## config.mk

```make
export PLATFORM = sky130hd
export DESIGN_NAME = axi_slave_mux_r
export DESIGN_NICKNAME = d
export VERILOG_FILES = /design/src/rtl/axi_mux_pkg.sv /design/src/rtl/axi_r_decerr_gen.sv /design/src/rtl/axi_slave_mux_r.sv
export SDC_FILE = /design/constraint.sdc
export NUM_CORES = 1
export LEC_CHECK = 0
export ABC_AREA = 1
export CORE_ASPECT_RATIO = 0.8
export CORE_MARGIN = 4
export CORE_UTILIZATION = 46
export CTS_CLUSTER_DIAMETER = 150
export CTS_CLUSTER_SIZE = 10
export DETAILED_ROUTE_END_ITERATION = 10
export DONT_BUFFER_PORTS = 1
export SKIP_LAST_GASP = 1
export SLEW_MARGIN = 20
export SYNTH_ARGS = -nofsm -noshare
export SYNTH_HDL_FRONTEND = slang
export SYNTH_SLANG_ARGS = --single-unit
export TNS_END_PERCENT = 20
```

## constraint.sdc

```tcl
create_clock -name ACLK -period 2.9 [get_ports ACLK]
set_input_delay 0.145 -clock ACLK [delete_from_list [all_inputs] [get_ports ACLK]]
set_output_delay 0.145 -clock ACLK [all_outputs]
set_load 0.01 [all_outputs]
```

## src/rtl/axi_mux_pkg.sv

```systemverilog
// Shared definitions for the AXI slave-side read/write muxes: response codes,
// read-path FSM states and default address region decode constants.
package axi_mux_pkg;

    localparam logic [1:0] RESP_OKAY   = 2'b00;
    localparam logic [1:0] RESP_EXOKAY = 2'b01;
    localparam logic [1:0] RESP_SLVERR = 2'b10;
    localparam logic [1:0] RESP_DECERR = 2'b11;

    typedef enum logic [1:0] {
        IDLE  = 2'd0,
        ISSUE = 2'd1,
        DATA  = 2'd2,
        ERR   = 2'd3
    } rd_state_e;

    // Region defaults: a match is (addr & MASK) == BASE
    localparam logic [31:0] S0_BASE_DEF = 32'h0000_0000;
    localparam logic [31:0] S0_MASK_DEF = 32'hF000_0000;
    localparam logic [31:0] S1_BASE_DEF = 32'h1FD0_0000;
    localparam logic [31:0] S1_MASK_DEF = 32'hFFFF_0000;

endpackage

```

## src/rtl/axi_r_decerr_gen.sv

```systemverilog
// Internal DECERR responder: produces ARLEN+1 R beats with RRESP=DECERR for an
// unmapped read, counting handshakes with an 8-bit beat counter.
module axi_r_decerr_gen
    import axi_mux_pkg::*;
#(
    parameter int ID_WIDTH   = 1,
    parameter int DATA_WIDTH = 32,
    parameter int USER_WIDTH = 1
) (
    input  logic                  ACLK,
    input  logic                  ARESET,
    input  logic                  start,
    input  logic [ID_WIDTH-1:0]   id,
    input  logic [7:0]            len,
    input  logic                  rready,
    output logic [ID_WIDTH-1:0]   rid,
    output logic [DATA_WIDTH-1:0] rdata,
    output logic [1:0]            rresp,
    output logic                  rlast,
    output logic [USER_WIDTH-1:0] ruser,
    output logic                  rvalid,
    output logic                  done
);

    logic                busy_q;
    logic [7:0]          cnt_q;
    logic [7:0]          len_q;
    logic [ID_WIDTH-1:0] id_q;

    // cnt stops at len_q, so a 256-beat burst never needs to wrap
    always_ff @(posedge ACLK) begin
        if (ARESET) begin
            busy_q <= 1'b0;
            cnt_q  <= '0;
            len_q  <= '0;
            id_q   <= '0;
        end else if (start) begin
            busy_q <= 1'b1;
            cnt_q  <= '0;
            len_q  <= len;
            id_q   <= id;
        end else if (busy_q && rready) begin
            if (cnt_q == len_q) begin
                busy_q <= 1'b0;
                cnt_q  <= '0;
            end else begin
                cnt_q <= cnt_q + 8'd1;
            end
        end
    end

    assign rvalid = busy_q;
    assign rlast  = busy_q && (cnt_q == len_q);
    assign rid    = busy_q ? id_q : '0;
    assign rdata  = '0;
    assign rresp  = busy_q ? RESP_DECERR : RESP_OKAY;
    assign ruser  = '0;
    assign done   = busy_q && rready && rlast;

endmodule

```

## src/rtl/axi_slave_mux_r.sv

```systemverilog
// AXI read-channel slave mux: decodes AR into s0 (memory) / s1 (MMIO) or an
// internal DECERR burst, one read outstanding. Optional AXI_MUX_R_STATS_EN adds counters.
module axi_slave_mux_r
    import axi_mux_pkg::*;
#(
    parameter int ADDR_WIDTH = 32,
    parameter int DATA_WIDTH = 32,
    parameter int ID_WIDTH   = 1,
    parameter int USER_WIDTH = 1,
    parameter logic [ADDR_WIDTH-1:0] S0_BASE = ADDR_WIDTH'(S0_BASE_DEF),
    parameter logic [ADDR_WIDTH-1:0] S0_MASK = ADDR_WIDTH'(S0_MASK_DEF),
    parameter logic [ADDR_WIDTH-1:0] S1_BASE = ADDR_WIDTH'(S1_BASE_DEF),
    parameter logic [ADDR_WIDTH-1:0] S1_MASK = ADDR_WIDTH'(S1_MASK_DEF)
) (
    input  logic                  ACLK,
    input  logic                  ARESET,
    input  logic [ID_WIDTH-1:0]   m_ARID,
    input  logic [ADDR_WIDTH-1:0] m_ARADDR,
    input  logic [7:0]            m_ARLEN,
    input  logic [2:0]            m_ARSIZE,
    input  logic [1:0]            m_ARBURST,
    input  logic [USER_WIDTH-1:0] m_ARUSER,
    input  logic                  m_ARVALID,
    output logic                  m_ARREADY,
    output logic [ID_WIDTH-1:0]   m_RID,
    output logic [DATA_WIDTH-1:0] m_RDATA,
    output logic [1:0]            m_RRESP,
    output logic                  m_RLAST,
    output logic [USER_WIDTH-1:0] m_RUSER,
    output logic                  m_RVALID,
    input  logic                  m_RREADY,
    output logic [ID_WIDTH-1:0]   s0_ARID,
    output logic [ADDR_WIDTH-1:0] s0_ARADDR,
    output logic [7:0]            s0_ARLEN,
    output logic [2:0]            s0_ARSIZE,
    output logic [1:0]            s0_ARBURST,
    output logic [USER_WIDTH-1:0] s0_ARUSER,
    output logic                  s0_ARVALID,
    input  logic                  s0_ARREADY,
    input  logic [ID_WIDTH-1:0]   s0_RID,
    input  logic [DATA_WIDTH-1:0] s0_RDATA,
    input  logic [1:0]            s0_RRESP,
    input  logic                  s0_RLAST,
    input  logic [USER_WIDTH-1:0] s0_RUSER,
    input  logic                  s0_RVALID,
    output logic                  s0_RREADY,
    output logic [ID_WIDTH-1:0]   s1_ARID,
    output logic [ADDR_WIDTH-1:0] s1_ARADDR,
    output logic [7:0]            s1_ARLEN,
    output logic [2:0]            s1_ARSIZE,
    output logic [1:0]            s1_ARBURST,
    output logic [USER_WIDTH-1:0] s1_ARUSER,
    output logic                  s1_ARVALID,
    input  logic                  s1_ARREADY,
    input  logic [ID_WIDTH-1:0]   s1_RID,
    input  logic [DATA_WIDTH-1:0] s1_RDATA,
    input  logic [1:0]            s1_RRESP,
    input  logic                  s1_RLAST,
    input  logic [USER_WIDTH-1:0] s1_RUSER,
    input  logic                  s1_RVALID,
    output logic                  s1_RREADY
`ifdef AXI_MUX_R_STATS_EN
   ,output logic [31:0]           stat_rd_txn,
    output logic [31:0]           stat_rd_decerr
`endif
);

    rd_state_e state_q, state_d;

    logic [ID_WIDTH-1:0]   ar_id_q;
    logic [ADDR_WIDTH-1:0] ar_addr_q;
    logic [7:0]            ar_len_q;
    logic [2:0]            ar_size_q;
    logic [1:0]            ar_burst_q;
    logic [USER_WIDTH-1:0] ar_user_q;
    logic                  sel_q;

    logic hit0, hit1, mapped, ar_hs;

    logic [ID_WIDTH-1:0]   err_rid;
    logic [DATA_WIDTH-1:0] err_rdata;
    logic [1:0]            err_rresp;
    logic                  err_rlast;
    logic [USER_WIDTH-1:0] err_ruser;
    logic                  err_rvalid;
    logic                  err_done;

    // s0 takes priority when regions overlap
    assign hit0   = (m_ARADDR & S0_MASK) == S0_BASE;
    assign hit1   = (m_ARADDR & S1_MASK) == S1_BASE;
    assign mapped = hit0 || hit1;
    assign ar_hs  = (state_q == IDLE) && m_ARVALID;

    always_ff @(posedge ACLK) begin
        if (ARESET) begin
            state_q <= IDLE;
        end else begin
            state_q <= state_d;
        end
    end

    always_ff @(posedge ACLK) begin
        if (ARESET) begin
            ar_id_q    <= '0;
            ar_addr_q  <= '0;
            ar_len_q   <= '0;
            ar_size_q  <= '0;
            ar_burst_q <= '0;
            ar_user_q  <= '0;
            sel_q      <= 1'b0;
        end else if (ar_hs) begin
            ar_id_q    <= m_ARID;
            ar_addr_q  <= m_ARADDR;
            ar_len_q   <= m_ARLEN;
            ar_size_q  <= m_ARSIZE;
            ar_burst_q <= m_ARBURST;
            ar_user_q  <= m_ARUSER;
            sel_q      <= !hit0;
        end
    end

    axi_r_decerr_gen #(
        .ID_WIDTH   (ID_WIDTH),
        .DATA_WIDTH (DATA_WIDTH),
        .USER_WIDTH (USER_WIDTH)
    ) u_decerr (
        .ACLK   (ACLK),
        .ARESET (ARESET),
        .start  (ar_hs && !mapped),
        .id     (m_ARID),
        .len    (m_ARLEN),
        .rready (m_RREADY),
        .rid    (err_rid),
        .rdata  (err_rdata),
        .rresp  (err_rresp),
        .rlast  (err_rlast),
        .ruser  (err_ruser),
        .rvalid (err_rvalid),
        .done   (err_done)
    );

    always_comb begin
        state_d = state_q;
        case (state_q)
            IDLE:  if (m_ARVALID) state_d = mapped ? ISSUE : ERR;
            ISSUE: if (sel_q ? s1_ARREADY : s0_ARREADY) state_d = DATA;
            DATA:  if (m_RVALID && m_RREADY && m_RLAST) state_d = IDLE;
            ERR:   if (err_done) state_d = IDLE;
            default: state_d = IDLE;
        endcase
    end

    always_comb begin
        m_ARREADY  = 1'b0;
        m_RID      = '0;
        m_RDATA    = '0;
        m_RRESP    = RESP_OKAY;
        m_RLAST    = 1'b0;
        m_RUSER    = '0;
        m_RVALID   = 1'b0;
        s0_ARVALID = 1'b0;
        s1_ARVALID = 1'b0;
        s0_RREADY  = 1'b0;
        s1_RREADY  = 1'b0;
        s0_ARID    = ar_id_q;
        s0_ARADDR  = ar_addr_q;
        s0_ARLEN   = ar_len_q;
        s0_ARSIZE  = ar_size_q;
        s0_ARBURST = ar_burst_q;
        s0_ARUSER  = ar_user_q;
        s1_ARID    = ar_id_q;
        s1_ARADDR  = ar_addr_q;
        s1_ARLEN   = ar_len_q;
        s1_ARSIZE  = ar_size_q;
        s1_ARBURST = ar_burst_q;
        s1_ARUSER  = ar_user_q;
        case (state_q)
            IDLE:  m_ARREADY = 1'b1;
            ISSUE: begin
                s0_ARVALID = !sel_q;
                s1_ARVALID = sel_q;
            end
            DATA: begin
                if (sel_q) begin
                    m_RID     = s1_RID;
                    m_RDATA   = s1_RDATA;
                    m_RRESP   = s1_RRESP;
                    m_RLAST   = s1_RLAST;
                    m_RUSER   = s1_RUSER;
                    m_RVALID  = s1_RVALID;
                    s1_RREADY = m_RREADY;
                end else begin
                    m_RID     = s0_RID;
                    m_RDATA   = s0_RDATA;
                    m_RRESP   = s0_RRESP;
                    m_RLAST   = s0_RLAST;
                    m_RUSER   = s0_RUSER;
                    m_RVALID  = s0_RVALID;
                    s0_RREADY = m_RREADY;
                end
            end
            ERR: begin
                m_RID    = err_rid;
                m_RDATA  = err_rdata;
                m_RRESP  = err_rresp;
                m_RLAST  = err_rlast;
                m_RUSER  = err_ruser;
                m_RVALID = err_rvalid;
            end
            default: ;
        endcase
        // Reset is synchronous, so outputs are forced low for the reset cycle itself
        if (ARESET) begin
            m_ARREADY  = 1'b0;
            m_RID      = '0;
            m_RDATA    = '0;
            m_RRESP    = RESP_OKAY;
            m_RLAST    = 1'b0;
            m_RUSER    = '0;
            m_RVALID   = 1'b0;
            s0_ARVALID = 1'b0;
            s1_ARVALID = 1'b0;
            s0_RREADY  = 1'b0;
            s1_RREADY  = 1'b0;
            s0_ARID    = '0;
            s0_ARADDR  = '0;
            s0_ARLEN   = '0;
            s0_ARSIZE  = '0;
            s0_ARBURST = '0;
            s0_ARUSER  = '0;
            s1_ARID    = '0;
            s1_ARADDR  = '0;
            s1_ARLEN   = '0;
            s1_ARSIZE  = '0;
            s1_ARBURST = '0;
            s1_ARUSER  = '0;
        end
    end

`ifdef AXI_MUX_R_STATS_EN
    logic [31:0] txn_q, decerr_q;

    always_ff @(posedge ACLK) begin
        if (ARESET) begin
            txn_q    <= '0;
            decerr_q <= '0;
        end else if (ar_hs) begin
            if (txn_q != 32'hFFFF_FFFF) txn_q <= txn_q + 32'd1;
            if (!mapped && decerr_q != 32'hFFFF_FFFF) decerr_q <= decerr_q + 32'd1;
        end
    end

    assign stat_rd_txn    = ARESET ? 32'd0 : txn_q;
    assign stat_rd_decerr = ARESET ? 32'd0 : decerr_q;
`endif

endmodule
```

==> flow_summary.yaml <==
status:
  status: "finished clean"
timing:
  min_period_over_period_pct: 68.9
  fin_crit_ps: 2000
  max_freq_ghz: 0.500
  rsz0062_at_grt: "no"
  finalSetupViolCount: 0
  worstMarginPinSlew_ps: 676
  finalSetupTns_ps: 0
  slew_headroom_pct: 54.8
  fin_skew_ps: 9.12
  hold_viol: 0
  slew_viol_final: 0
global_route:
  grt_pass1_wl_um: 16900
  met3_usage_pct: 6.26
  first_global_vias: 3336
  grt.total_usage_pct: 20.2
  gr-total-overflow: 0
  grt_start_max_net_pins: 59
  top_usage_layer: "met2"
  grtUsageMet2_pct: 30.8
  grt_util_met1_pct: 27.4
  grt_antenna_before_repair: 0
die:
  die_x_um: 112
  die-area_sq_um: 10200
  die_y_um: 91.3
  pin_count: 266
  fp-row-count: 30
  start_util_pct: 47.1
  core-area_sq_um: 8480
power:
  ir_worst_vdd_uv: 328
  seqPwrFrac_pct: 44.1
  power_density_nw_per_um2: 573
  swShare_pct: 33.5
  p_clk_share_pct: 30.4
  p_comb_share_pct: 25.5
  power.internal_mw: 1.63
  power.leakage_nw: 1.78
  p_switching_mw: 0.821
  power_mw: 2.45
logic_synthesis:
  synth_area_per_cell_sq_um: 6.60
  synth_nets: 735
  ys_top_cells_by_count: "nand2_1, a21oi_1, dfxtp_1, inv_1, nor2_1"
  post-synth-top-area-cell: "dfxtp_1"
  async_flop_share_pct: 0
  synth_top_area_share_pct: 34.1
  synthTopCellsByArea: "dfxtp_1, a21oi_1, nand2_1, buf_4, o21ai_0"
  ys_seq_area_share_pct: 34.1
  synth_cells: 605
  synth-seq-cells: 68
  yosys_warnings: 0
  yosysUniqueCellTypes: 31
  synth_area_sq_um: 3990
  yosysMostFrequentCell: "nand2_1"
  synth_top_flop_cell: "dfxtp_1"
  synth_edf_count: 0
detailed_routing:
  vias: 3701
  wl_um: 10900
  wire_per_inst_um: 15.5
  drt-pass1-iter-count: 5
  drc: 0
  viasPerCell: 5.28
  drt_iter0_drc: 330
  postRouteAntennaNets: 0
worst_setup_path:
  cp-end-kind: "primary output"
  cp.required_ps: 2760
  timing.critical_path.slowest_cell_delay_ps: 520
  cp_num_buf_inv: 2
  startpoint_type: "flip-flop"
  critPathArrivalTime_ps: 1850
  path_class: "reg -> out"
  path_max_fanout: 36
  path_delay_family: "compound AO/OA/AOI/OAI gates"
  slowest_stage: "o32ai_1"
  crit_chain: "inv_1, nor3_1, inv_2, o32ai_1"
finish:
  finalNonFillerCells: 701
  fill_cells: 874
  antenna_cells: 0
  area_growth_pct: 7.11
  drive_gt1_share_pct: 7.13
  final_core_util_pct: 50.4
  nets: 714
placement:
  post-dp-hpwl_um: 7660
  dpl.cell_count: 640
  port_buffers: 0
  gp_congestion: 0.764
clocking:
  clock-sinks: 68
  max-clock-path-buffers: 2
  path_clk_slew_ps: 70
  clk_latency_ps: 350
  clockRootBuffer: "clkbuf_8"
  cts_tree: "built"
  cts_buffers: 9
  post_cts_buffers: 0
  htreeDepth: 3
run:
  drv_cap: 0
worst_hold_path:
  holdCritPathClass: "in -> reg"
==> flip-flops by register name (all words and copies together) (netlist names) <==
register         cells
u_decerr.len_q       8
ar_id_q              1
ar_addr_q           32
u_decerr.id_q        1
sel_q                1
ar_len_q             8
state_q              2
u_decerr.rvalid      1
ar_user_q            1
u_decerr.cnt_q       8
ar_burst_q           2
ar_size_q            3
==> per-layer routing <==
metal	share of wire, %	wire length, um	vias to the layer above
li1	-	-	1820
met1	46	4990	1702
met2	45	4940	163
met3	7.3	792	16
met4	1.3	138	0
met5	0	0	-
==> cell type report <==
type | instances | area [sq um] | area share [%]
well taps | 112 | 140 | 3.28
clock inverters | 4 | 50.0 | 1.17
clock buffers | 12 | 135 | 3.16
inverters | 75 | 282 | 6.58
flip-flops and latches | 68 | 1360 | 31.8
multi-input cells | 381 | 1830 | 42.7
repair buffers | 49 | 480 | 11.2
==> power by group through the flow <==
stage | clock network, mW | logic [mW] | registers, mW
after floorplan | 0 | 0.570 | 1.09
after global placement | 0 | 0.558 | 1.10
after detailed placement | 0 | 0.571 | 1.10
after CTS | 0.772 | 0.623 | 1.08
after global routing | 0.816 | 0.701 | 1.09
final | 0.744 | 0.625 | 1.08
==> cell families (layout without fill, tap and decap cells) <==
logic type      Yosys count  in the layout  share of synthesized area, %
simple gates            218            218                          23.7
fa+ha+maj                 1              1                         0.313
xor+xnor                  9              9                          1.97
flops                    68             68                          34.1
compound gates          153            153                          19.8
buf+inv                 156            140                          20.1
==> worst paths after layout <==
check	cells after the start	slack [ps]	startpoint	end
min reg2reg	2	450	ar_addr_q[14]	ar_addr_q[14]
max reg2reg	6	1090	state_q[0]	u_decerr.cnt_q[5]
min	2	20	m_ARLEN[5]	u_decerr.len_q[5]
max	4	900	state_q[1]	m_RRESP[0]
==> worst register-to-register path: cells and delay by family, from the launching register on <==
| kind | cells | cell delay, ps |
|---|---|---|
| and+or+nand+nor | 5 | 1180 |
| buffers and inverters | 1 | 140 |
| DFF | 1 | 440 |
==> cells in the final DEF, fill, tap and decap left out <==
cell	Yosys	layout
a211oi_2	1	1
a21o_1	1	1
a21oi_1	91	91
a21oi_2	1	1
a2bb2oi_1	1	1
buf_4	49	4
bufinv_16	0	1
clkbuf_1	11	3
clkbuf_8	0	9
clkinv_2	0	1
clkinvlp_4	0	2
dfxtp_1	68	68
dlygate4sd3_1	0	45
ha_1	1	1
inv_1	68	68
inv_2	7	7
nand2_1	114	114
nand2_2	4	4
nand3_1	9	9
nand3_2	2	2
nand3_4	3	3
nand4_1	3	3
nor2_1	67	67
nor2_2	5	5
nor2_4	1	1
nor3_1	8	8
nor3_4	1	1
nor3b_1	1	1
o21a_1	1	1
o21ai_0	56	56
o32ai_1	1	1
xnor2_1	5	5
xor2_1	4	4
==> repair_timing <==
item                      4_1_cts  5_1_grt
hold endpoints to repair       51        0
hold buffers                   45        0
gates resized for setup         0        0
==> through the flow <==
| stage | worst slack, ps | instance area (sq um) | hold slack [ps] |
|---|---|---|---|
| detailed placement | 1090 | 3640 | 219 |
| floorplan | 1650 | 3990 | 294 |
| global route | 737 | 4280 | 9.71 |
| global placement | 1170 | 3640 | 218 |
| CTS | 901 | 4280 | 0.566 |
| finish | 901 | 4280 | 19.6 |
Power figures use the tool's default switching activity.
